--- src/rtl/csr_trap_unit_if.sv ---
// Execute-stage CSR/trap bus between the pipeline and csr_trap_unit.
// The pipeline side is the master and the trap unit is the slave.
interface csr_trap_unit_if;
  logic        Stall;
  logic        instr_valid;
  logic [31:0] instr_pc;
  logic [11:0] csr_addr;
  logic [1:0]  csr_op;
  logic [31:0] csr_wdata;
  logic        is_mret;
  logic        timer_irq;
  logic        ext_irq;
  logic [31:0] csr_rdata;
  logic        control;
  logic [31:0] epc;
  logic        flush;

  modport master (
    output Stall, instr_valid, instr_pc, csr_addr, csr_op, csr_wdata,
           is_mret, timer_irq, ext_irq,
    input  csr_rdata, control, epc, flush
  );

  modport slave (
    input  Stall, instr_valid, instr_pc, csr_addr, csr_op, csr_wdata,
           is_mret, timer_irq, ext_irq,
    output csr_rdata, control, epc, flush
  );
endinterface

--- src/rtl/csr_trap_unit.sv ---
// Machine-mode CSR file and trap controller: interrupt entry, mret and CSR
// instruction writes, driving the PC redirect (control/epc) and flush.
module csr_trap_unit #(
  parameter logic [31:0] MTVEC_RST = 32'h0000_0000
) (
  input  logic            clk,
  input  logic            reset,
  csr_trap_unit_if.slave  bus
);

  localparam logic [11:0] ADDR_MSTATUS = 12'h300;
  localparam logic [11:0] ADDR_MIE     = 12'h304;
  localparam logic [11:0] ADDR_MTVEC   = 12'h305;
  localparam logic [11:0] ADDR_MEPC    = 12'h341;
  localparam logic [11:0] ADDR_MCAUSE  = 12'h342;
  localparam logic [11:0] ADDR_MIP     = 12'h344;

  localparam logic [31:0] MSTATUS_MASK = 32'h0000_0088;
  localparam logic [31:0] MSTATUS_MPP  = 32'h0000_1800;
  localparam logic [31:0] MIE_MASK     = 32'h0000_0880;
  localparam logic [31:0] ALIGN_MASK   = 32'hFFFF_FFFC;
  localparam logic [31:0] CAUSE_EXT    = 32'h8000_000B;
  localparam logic [31:0] CAUSE_TIMER  = 32'h8000_0007;

  // Registers keep full 32-bit width with unimplemented bits held at zero
  // by masking on write; synthesis prunes the constant bits.
  logic [31:0] mstatus_q, mstatus_d;
  logic [31:0] mie_q,     mie_d;
  logic [31:0] mip_q,     mip_d;
  logic [31:0] mtvec_q,   mtvec_d;
  logic [31:0] mepc_q,    mepc_d;
  logic [31:0] mcause_q,  mcause_d;

  logic [31:0] rdata;
  logic [31:0] wval;
  logic        go;
  logic        irq;
  logic        do_mret;
  logic        do_csr;

  always_comb begin
    rdata = '0;
    unique case (bus.csr_addr)
      ADDR_MSTATUS: rdata = mstatus_q | MSTATUS_MPP;
      ADDR_MIE:     rdata = mie_q;
      ADDR_MIP:     rdata = mip_q;
      ADDR_MTVEC:   rdata = mtvec_q;
      ADDR_MEPC:    rdata = mepc_q;
      ADDR_MCAUSE:  rdata = mcause_q;
      default:      rdata = '0;
    endcase
  end

  always_comb begin
    unique case (bus.csr_op)
      2'b01:   wval = bus.csr_wdata;
      2'b10:   wval = rdata | bus.csr_wdata;
      2'b11:   wval = rdata & ~bus.csr_wdata;
      default: wval = rdata;
    endcase
  end

  assign go      = bus.instr_valid & ~bus.Stall;
  assign irq     = mstatus_q[3] & (|(mip_q & mie_q)) & go;
  assign do_mret = bus.is_mret & go & ~irq;
  assign do_csr  = (bus.csr_op != 2'b00) & go & ~irq;

  always_comb begin
    mstatus_d = mstatus_q;
    mie_d     = mie_q;
    mtvec_d   = mtvec_q;
    mepc_d    = mepc_q;
    mcause_d  = mcause_q;
    mip_d     = '0;
    mip_d[7]  = bus.timer_irq;
    mip_d[11] = bus.ext_irq;

    if (irq) begin
      mepc_d    = bus.instr_pc & ALIGN_MASK;
      mcause_d  = (mip_q[11] & mie_q[11]) ? CAUSE_EXT : CAUSE_TIMER;
      mstatus_d = {24'b0, mstatus_q[3], 7'b0};
    end else if (do_mret) begin
      mstatus_d = {24'b0, 1'b1, 3'b0, mstatus_q[7], 3'b0};
    end

    if (do_csr) begin
      unique case (bus.csr_addr)
        ADDR_MSTATUS: mstatus_d = wval & MSTATUS_MASK;
        ADDR_MIE:     mie_d     = wval & MIE_MASK;
        ADDR_MTVEC:   mtvec_d   = wval & ALIGN_MASK;
        ADDR_MEPC:    mepc_d    = wval & ALIGN_MASK;
        ADDR_MCAUSE:  mcause_d  = wval;
        default:      ;
      endcase
    end
  end

  always_ff @(posedge clk) begin
    if (reset) begin
      mstatus_q <= '0;
      mie_q     <= '0;
      mip_q     <= '0;
      mtvec_q   <= MTVEC_RST & ALIGN_MASK;
      mepc_q    <= '0;
      mcause_q  <= '0;
    end else begin
      mstatus_q <= mstatus_d;
      mie_q     <= mie_d;
      mip_q     <= mip_d;
      mtvec_q   <= mtvec_d;
      mepc_q    <= mepc_d;
      mcause_q  <= mcause_d;
    end
  end

  // Reset masks the redirect so a trap decided in the reset cycle never
  // reaches the program counter.
  assign bus.control   = (irq | do_mret) & ~reset;
  assign bus.flush     = bus.control;
  assign bus.epc       = do_mret ? mepc_q : mtvec_q;
  assign bus.csr_rdata = rdata;

endmodule

--- src/flat_wrapper.sv ---
// flat-port wrapper written by rule: the top's interface ports become plain ports
module csr_trap_unit_flat 
#(
  parameter logic [31:0] MTVEC_RST = 32'h0000_0000
)
  (clk, reset, bus_Stall, bus_instr_valid, bus_instr_pc, bus_csr_addr, bus_csr_op, bus_csr_wdata, bus_is_mret, bus_timer_irq, bus_ext_irq, bus_csr_rdata, bus_control, bus_epc, bus_flush);
  csr_trap_unit_if bus_i ();
  input  logic clk;
  input  logic reset;
  input wire logic [$bits(bus_i.Stall)-1:0] bus_Stall;
  input wire logic [$bits(bus_i.instr_valid)-1:0] bus_instr_valid;
  input wire logic [$bits(bus_i.instr_pc)-1:0] bus_instr_pc;
  input wire logic [$bits(bus_i.csr_addr)-1:0] bus_csr_addr;
  input wire logic [$bits(bus_i.csr_op)-1:0] bus_csr_op;
  input wire logic [$bits(bus_i.csr_wdata)-1:0] bus_csr_wdata;
  input wire logic [$bits(bus_i.is_mret)-1:0] bus_is_mret;
  input wire logic [$bits(bus_i.timer_irq)-1:0] bus_timer_irq;
  input wire logic [$bits(bus_i.ext_irq)-1:0] bus_ext_irq;
  output wire logic [$bits(bus_i.csr_rdata)-1:0] bus_csr_rdata;
  output wire logic [$bits(bus_i.control)-1:0] bus_control;
  output wire logic [$bits(bus_i.epc)-1:0] bus_epc;
  output wire logic [$bits(bus_i.flush)-1:0] bus_flush;
  assign bus_i.Stall = bus_Stall;
  assign bus_i.instr_valid = bus_instr_valid;
  assign bus_i.instr_pc = bus_instr_pc;
  assign bus_i.csr_addr = bus_csr_addr;
  assign bus_i.csr_op = bus_csr_op;
  assign bus_i.csr_wdata = bus_csr_wdata;
  assign bus_i.is_mret = bus_is_mret;
  assign bus_i.timer_irq = bus_timer_irq;
  assign bus_i.ext_irq = bus_ext_irq;
  assign bus_csr_rdata = bus_i.csr_rdata;
  assign bus_control = bus_i.control;
  assign bus_epc = bus_i.epc;
  assign bus_flush = bus_i.flush;
  csr_trap_unit #(.MTVEC_RST(MTVEC_RST)) u_core (.clk(clk), .reset(reset), .bus(bus_i));
endmodule
--- config.mk ---
export PLATFORM = sky130hd
export DESIGN_NAME = csr_trap_unit_flat
export DESIGN_NICKNAME = d
export VERILOG_FILES = /design/src/rtl/csr_trap_unit_if.sv /design/src/rtl/csr_trap_unit.sv /design/src/flat_wrapper.sv
export SDC_FILE = /design/constraint.sdc
export NUM_CORES = 1
export LEC_CHECK = 0
export ABC_AREA = 1
export CAP_MARGIN = 20
export CORE_MARGIN = 8
export CORE_UTILIZATION = 40
export CTS_BUF_LIST = sky130_fd_sc_hd__clkbuf_4
export DETAILED_ROUTE_END_ITERATION = 8
export GPL_TIMING_DRIVEN = 0
export PLACE_DENSITY = 0.65
export SLEW_MARGIN = 0
export SYNTH_ARGS = -nofsm -noshare
export SYNTH_HDL_FRONTEND = slang
export SYNTH_SLANG_ARGS = --single-unit
--- constraint.sdc ---
create_clock -name clk -period 2.27 [get_ports clk]
set_clock_uncertainty 0.1 [all_clocks]
set_input_delay 0.454 -clock clk [delete_from_list [all_inputs] [get_ports clk]]
set_output_delay 0.454 -clock clk [all_outputs]
set_load 0.01 [all_outputs]
# After elaboration in Yosys (flattened, before gate mapping)
# Cells that the tools add are included.
[classes]
n_shift = 0
n_lt_le_gt_ge = 0
addsub = 0
eq_ne = 9
bitwise = 17
n_mul = 0
div_mod_pow = 0
reduce_logical = 4
mux = 14
[op_table]
columns = ["operator", "count"]
rows = [
  ["$mux 32", 11],
  ["$pmux 32 s6", 1],
  ["$pmux 32 s3", 1],
  ["$eq 12x10->1 const B", 6],
  ["$and 32x12->32", 1],
  ["$and 32x32->32", 1],
  ["$not 32->32", 1],
  ["$or 32x32->32", 1],
  ["$reduce_or 32->1", 1],
  ["$and 1x1->1", 9],
  ["$eq 2x2->1 const B", 2],
  ["$mux 4", 1],
  ["$reduce_and 2->1", 2],
  ["$not 1->1", 3],
  ["$eq 2x1->1 const B", 1],
  ["$reduce_bool 2->1", 1],
  ["$or 1x1->1", 1],
]
[word_totals]
input_bits = 85
output_inout_bits = 66
rom_bits = 0
word_cells = 51
ram_bits = 0
mem_count = 0
latchBits = 0
regBits = 160

# Depth between registers and ports, before layout
[logic_depth]
ltp_word = 10
depth_mapped = 14
ltp_nobuf = 12

# Worst setup path after synthesis
# OpenSTA, ideal clock, no wires.
[synth_timing]
path_kind = "in2out"
from = "input bus_csr_addr[3]"
to = "output bus_csr_rdata[17]"
path_stages = 6
path_slack_ns = 0.076
arrival_time_ns = 1.640
path_cell_list = "or2_4 nor2_2 nand2_2 buf_2 buf_1 o2111ai_1"
[synth_via]
elab_chain_len = 2
word_cells_on_any_way = 7
classes_between = "eq/ne (6); mux (1)"
[synth_rtl]
columns = ["item", "line_no", "text"]
rows = [
  ["start, declared", "flat_wrapper.sv:13", "input wire logic [$bits(bus_i.csr_addr)-1:0] bus_csr_addr;"],
  ["$eq 12x10->1", "csr_trap_unit.sv:43", "unique case (bus.csr_addr)"],
  ["$pmux 32 s6 *", "csr_trap_unit.sv:43", ""],
  ["end, declared", "flat_wrapper.sv:19", "output wire logic [$bits(bus_i.csr_rdata)-1:0] bus_csr_rdata;"],
]
# Mark *: on every way between the ends. The rest lies on a longest branch, timed or not.

# Final worst setup path
[layout_timing]
from = "register u_core.mie_q[11]"
to = "output bus_epc[14]"
[layout_via]
elab_chain_len = 7
[layout_rtl]
columns = ["item", "line_no", "text"]
rows = [
  ["start, declared", "csr_trap_unit.sv:28", "logic [31:0] mie_q, mie_d;"],
  ["start signal, assigned", "csr_trap_unit.sv:108", "mie_q <= mie_d;"],
  ["$and 32x12->32", "csr_trap_unit.sv:64", "assign irq = mstatus_q[3] & (|(mip_q & mie_q)) & go;"],
  ["$reduce_or 32->1", "csr_trap_unit.sv:64", ""],
  ["$and 1x1->1 (2 in a row)", "csr_trap_unit.sv:64", ""],
  ["$not 1->1", "csr_trap_unit.sv:65", "assign do_mret = bus.is_mret & go & ~irq;"],
  ["$and 1x1->1", "csr_trap_unit.sv:65", ""],
  ["$mux 32", "csr_trap_unit.sv:120", "assign bus.epc = do_mret ? mepc_q : mtvec_q;"],
  ["end, declared", "flat_wrapper.sv:21", "output wire logic [$bits(bus_i.epc)-1:0] bus_epc;"],
]
# No other way between the ends.

==> flow_summary_export.csv <==
group,metric,value,unit
placed_design,gp_congestion,0.889,
die,fp.dieW,149,um
timing,fin_crit_sh,122,%
clocking,numCtsBuffers,17,
yosys,synth-compound-area-share,22.2,%
cells_and_area,multi_input_area,4500,um^2
die,rows,48,
clocking,postCtsHoldBufs,0,
setup_path,required,1720,ps
route,drc_errors,0,
yosys,synth_most_common_cell,"nand2_1",
cells_and_area,layout.cells.non_filler,1555,
yosys,muxShareOfSynthArea,0,%
route,vias_per_cell,5.63,
hold_path,holdCritStartpoint,"bus_timer_irq",
timing,fin_setup_tns,-14430,ps
global_routing,grt_pass1_wl,45.9,mm
placed_design,placedCellCount,1467,
cells_and_area,drive_above_1_share,28.0,%
setup_path,regToRegSetupSlack,30,ps
clocking,path_clk_slew,120,ps
timing,period_minus_slack,2760,ps
global_routing,grt_pass1_vias,8246,
setup_path,cp_data_arrival_time,2210,ps
route,ant_nets,0,
yosys,synth_cell_types,32,
yosys,synth_top_family_by_area,"simple AND/OR/NAND/NOR gates",
pwr,total_power,4420,uW
yosys,post_synth_fa_ha_maj_area_fraction,0,%
setup_path,endpoint_kind,"output port",
yosys,syn-mean-instance-area,6.47,um^2
setup_path,startpoint_type,"flop",
yosys,synth_common_cells,"323 x nand2_1, 135 x inv_1, 128 x dfxtp_1, 115 x o21ai_0, 72 x nand3_1",
timing,worst_pin_slew,730,ps
die,core,17300,um^2
die,fp.dieH,149,um
timing,slew_viol_final,0,
flow_run,drv_cap,0,
clocking,cts_buffer_depth,2,
hold_path,hp-class,"in -> reg",
yosys,yosys.area.top_type,"dfxtp_1",
timing,whs,286,ps
status,violations,"setup timing",
die,die-area,22200,um^2
global_routing,grtUsageTotal,26.8,%
yosys,synthSimpleGateAreaFrac,28.9,%
die,ios,151,
clocking,clock_latency,560,ps
hold_path,whs_endpoint,"u_core.mip_q[7]",
timing,rsz0062_at_grt,"yes",
route,initialDrtViolationCount,916,
clocking,cts_sinks,128,
route,drt_wl_total,31.4,mm
placed_design,portBuffers,147,
yosys,synth_area,7080,um^2
pwr,p_leak,0.00504,uW
die,start_util,41.0,%
pwr,p_per_area,409,nW/um^2
yosys,synth_nets,1180,
global_routing,overflow,0,
cells_and_area,layout.nets,1400,
yosys,yosys_warnings,0,
setup_path,ff2ff_path_depth,11,
yosys,ys_seq_elements,128,
cells_and_area,area_delta_synth_final,52.6,%
hold_path,hold_depth,3,
yosys,async_flop_share,0,%
setup_path,cp_max_fo,6,
yosys,synth_top_area_share,36.2,%
timing,worst_slack,-495,ps
route,dr.pass1.iters,5,
cells_and_area,register_area,2570,um^2
timing,max_freq,362,MHz
yosys,synth_area_leaders,"dfxtp_1 36%, nand2_1 17%, o21ai_0 8.1%",
route,vias,8751,
yosys,synthCells,1095,
setup_path,r2r-end,"u_core.mcause_q[12]",
setup_path,critPathKind,"reg -> out",
pwr,max-vdd-ir-drop,274,uV
timing,finalSetupViolCount,53,
cells_and_area,fillerInstances,1529,
route,wl_per_cell,20.2,um
yosys,synth_xor_area_share,0.124,%
status,status,"finished, violations left",
placed_design,place_hpwl,20.1,mm
yosys,synth_edf_count,0,
clocking,cts_tree,"built",
timing,hold_viol,0,
timing,maxSlewHeadroom,51.4,%
clocking,root_buffer,"clkbuf_4",
setup_path,r2r-start,"u_core.mie_q[11]",
clocking,htree_levels,4,
global_routing,grt_max_degree,17,
yosys,yosysSeqAreaShare,36.2,%
global_routing,antenna_found_initial,1,
yosys,ys.flop_type,"dfxtp_1",
## worst max-delay path: stages, from the launching register on
cell and delay [ps]:
dfxtp_2 340, inv_2 50, o21ai_2 150, nand2_2 90, nor3_4 220, buf_12 190, nor2_4 100, clkbuf_16 190
o21ai_4 180, buf_6 120
## through the flow
stage                     cell area (um^2)  utilization (%)  worst slack [ps]
final                                10800             62.5              -495
after global placement                8840             51.1             -1480
after CTS                            10200             59.0              -518
after detailed placement              8840             51.1             -1510
after global routing                 10800             62.5              -586
after floorplan                       7080                -              76.1
## logic make-up after synthesis
group           after synthesis
buf+inv                     212
flops                       128
simple gates                468
xor+xnor                      1
compound gates              286
## power by group
part / internal (uW) / switching, uW / total, uW
Sequential: 2250 / 2.79 / 2250
Combinational: 216 / 301 / 517
Clock: 751 / 898 / 1650
## final cells by class
class / count / share of cell area, %
Timing Repair Buffer: 201 / 18.3
Clock inverter: 14 / 1.37
Multi-Input combinational cell: 756 / 41.7
Sequential cell: 128 / 23.8
Inverter: 143 / 5.43
Antenna cell: 2 / 0.0463
Buffer: 68 / 5.53
Tap cell: 225 / 2.61
Clock buffer: 18 / 1.25
## state kept, by name, summed over array words and instances, names as in the netlist
register / cells
u_core.mip_q: 2
u_core.mie_q: 2
u_core.mepc_q: 32
u_core.mcause_q: 32
u_core.mtvec_q: 30
u_core.mstatus_q: 30
## how the worst max path moves through the flow
stage / startpoint / slack [ps] / to / cells past startpoint
floorplan: bus_csr_addr[3] / 80 / bus_csr_rdata[17] / 6
global placement: bus_Stall / -1480 / bus_epc[3] / 8
detailed placement: bus_instr_valid / -1510 / bus_epc[3] / 9
CTS: u_core.mip_q[11] / -520 / bus_epc[26] / 12
global route: u_core.mip_q[11] / -590 / bus_epc[14] / 9
finish: u_core.mie_q[11] / -490 / bus_epc[14] / 9
## cells in the final DEF, fill, tap and decap left out, types with 38 or more instances in the layout
cell type          n
nand2_1          277
inv_1            129
dfxtp_1          124
o21ai_0           82
clkdlybuf4s50_1   69
nand3_1           64
o21ai_1           64
buf_2             56
a21oi_1           53
buf_6             52
nand2_2           38
## routing by layer
metal  GRT usage, %  routed length [um]
met5              0                   0
met4           13.4                1380
met3           7.31                3510
met2           41.4               14000
met1           33.6               12500
## repair_timing
| action | 4_1_cts | 5_1_grt |
|---|---|---|
| gates resized for setup | 561 | 125 |
| setup endpoints to repair | 68 | 109 |
| gates cloned | 9 | 2 |
| pin swaps | 32 | 28 |
| buffers inserted | 34 | 13 |
Note: power is estimated with default switching activity, not from simulation.
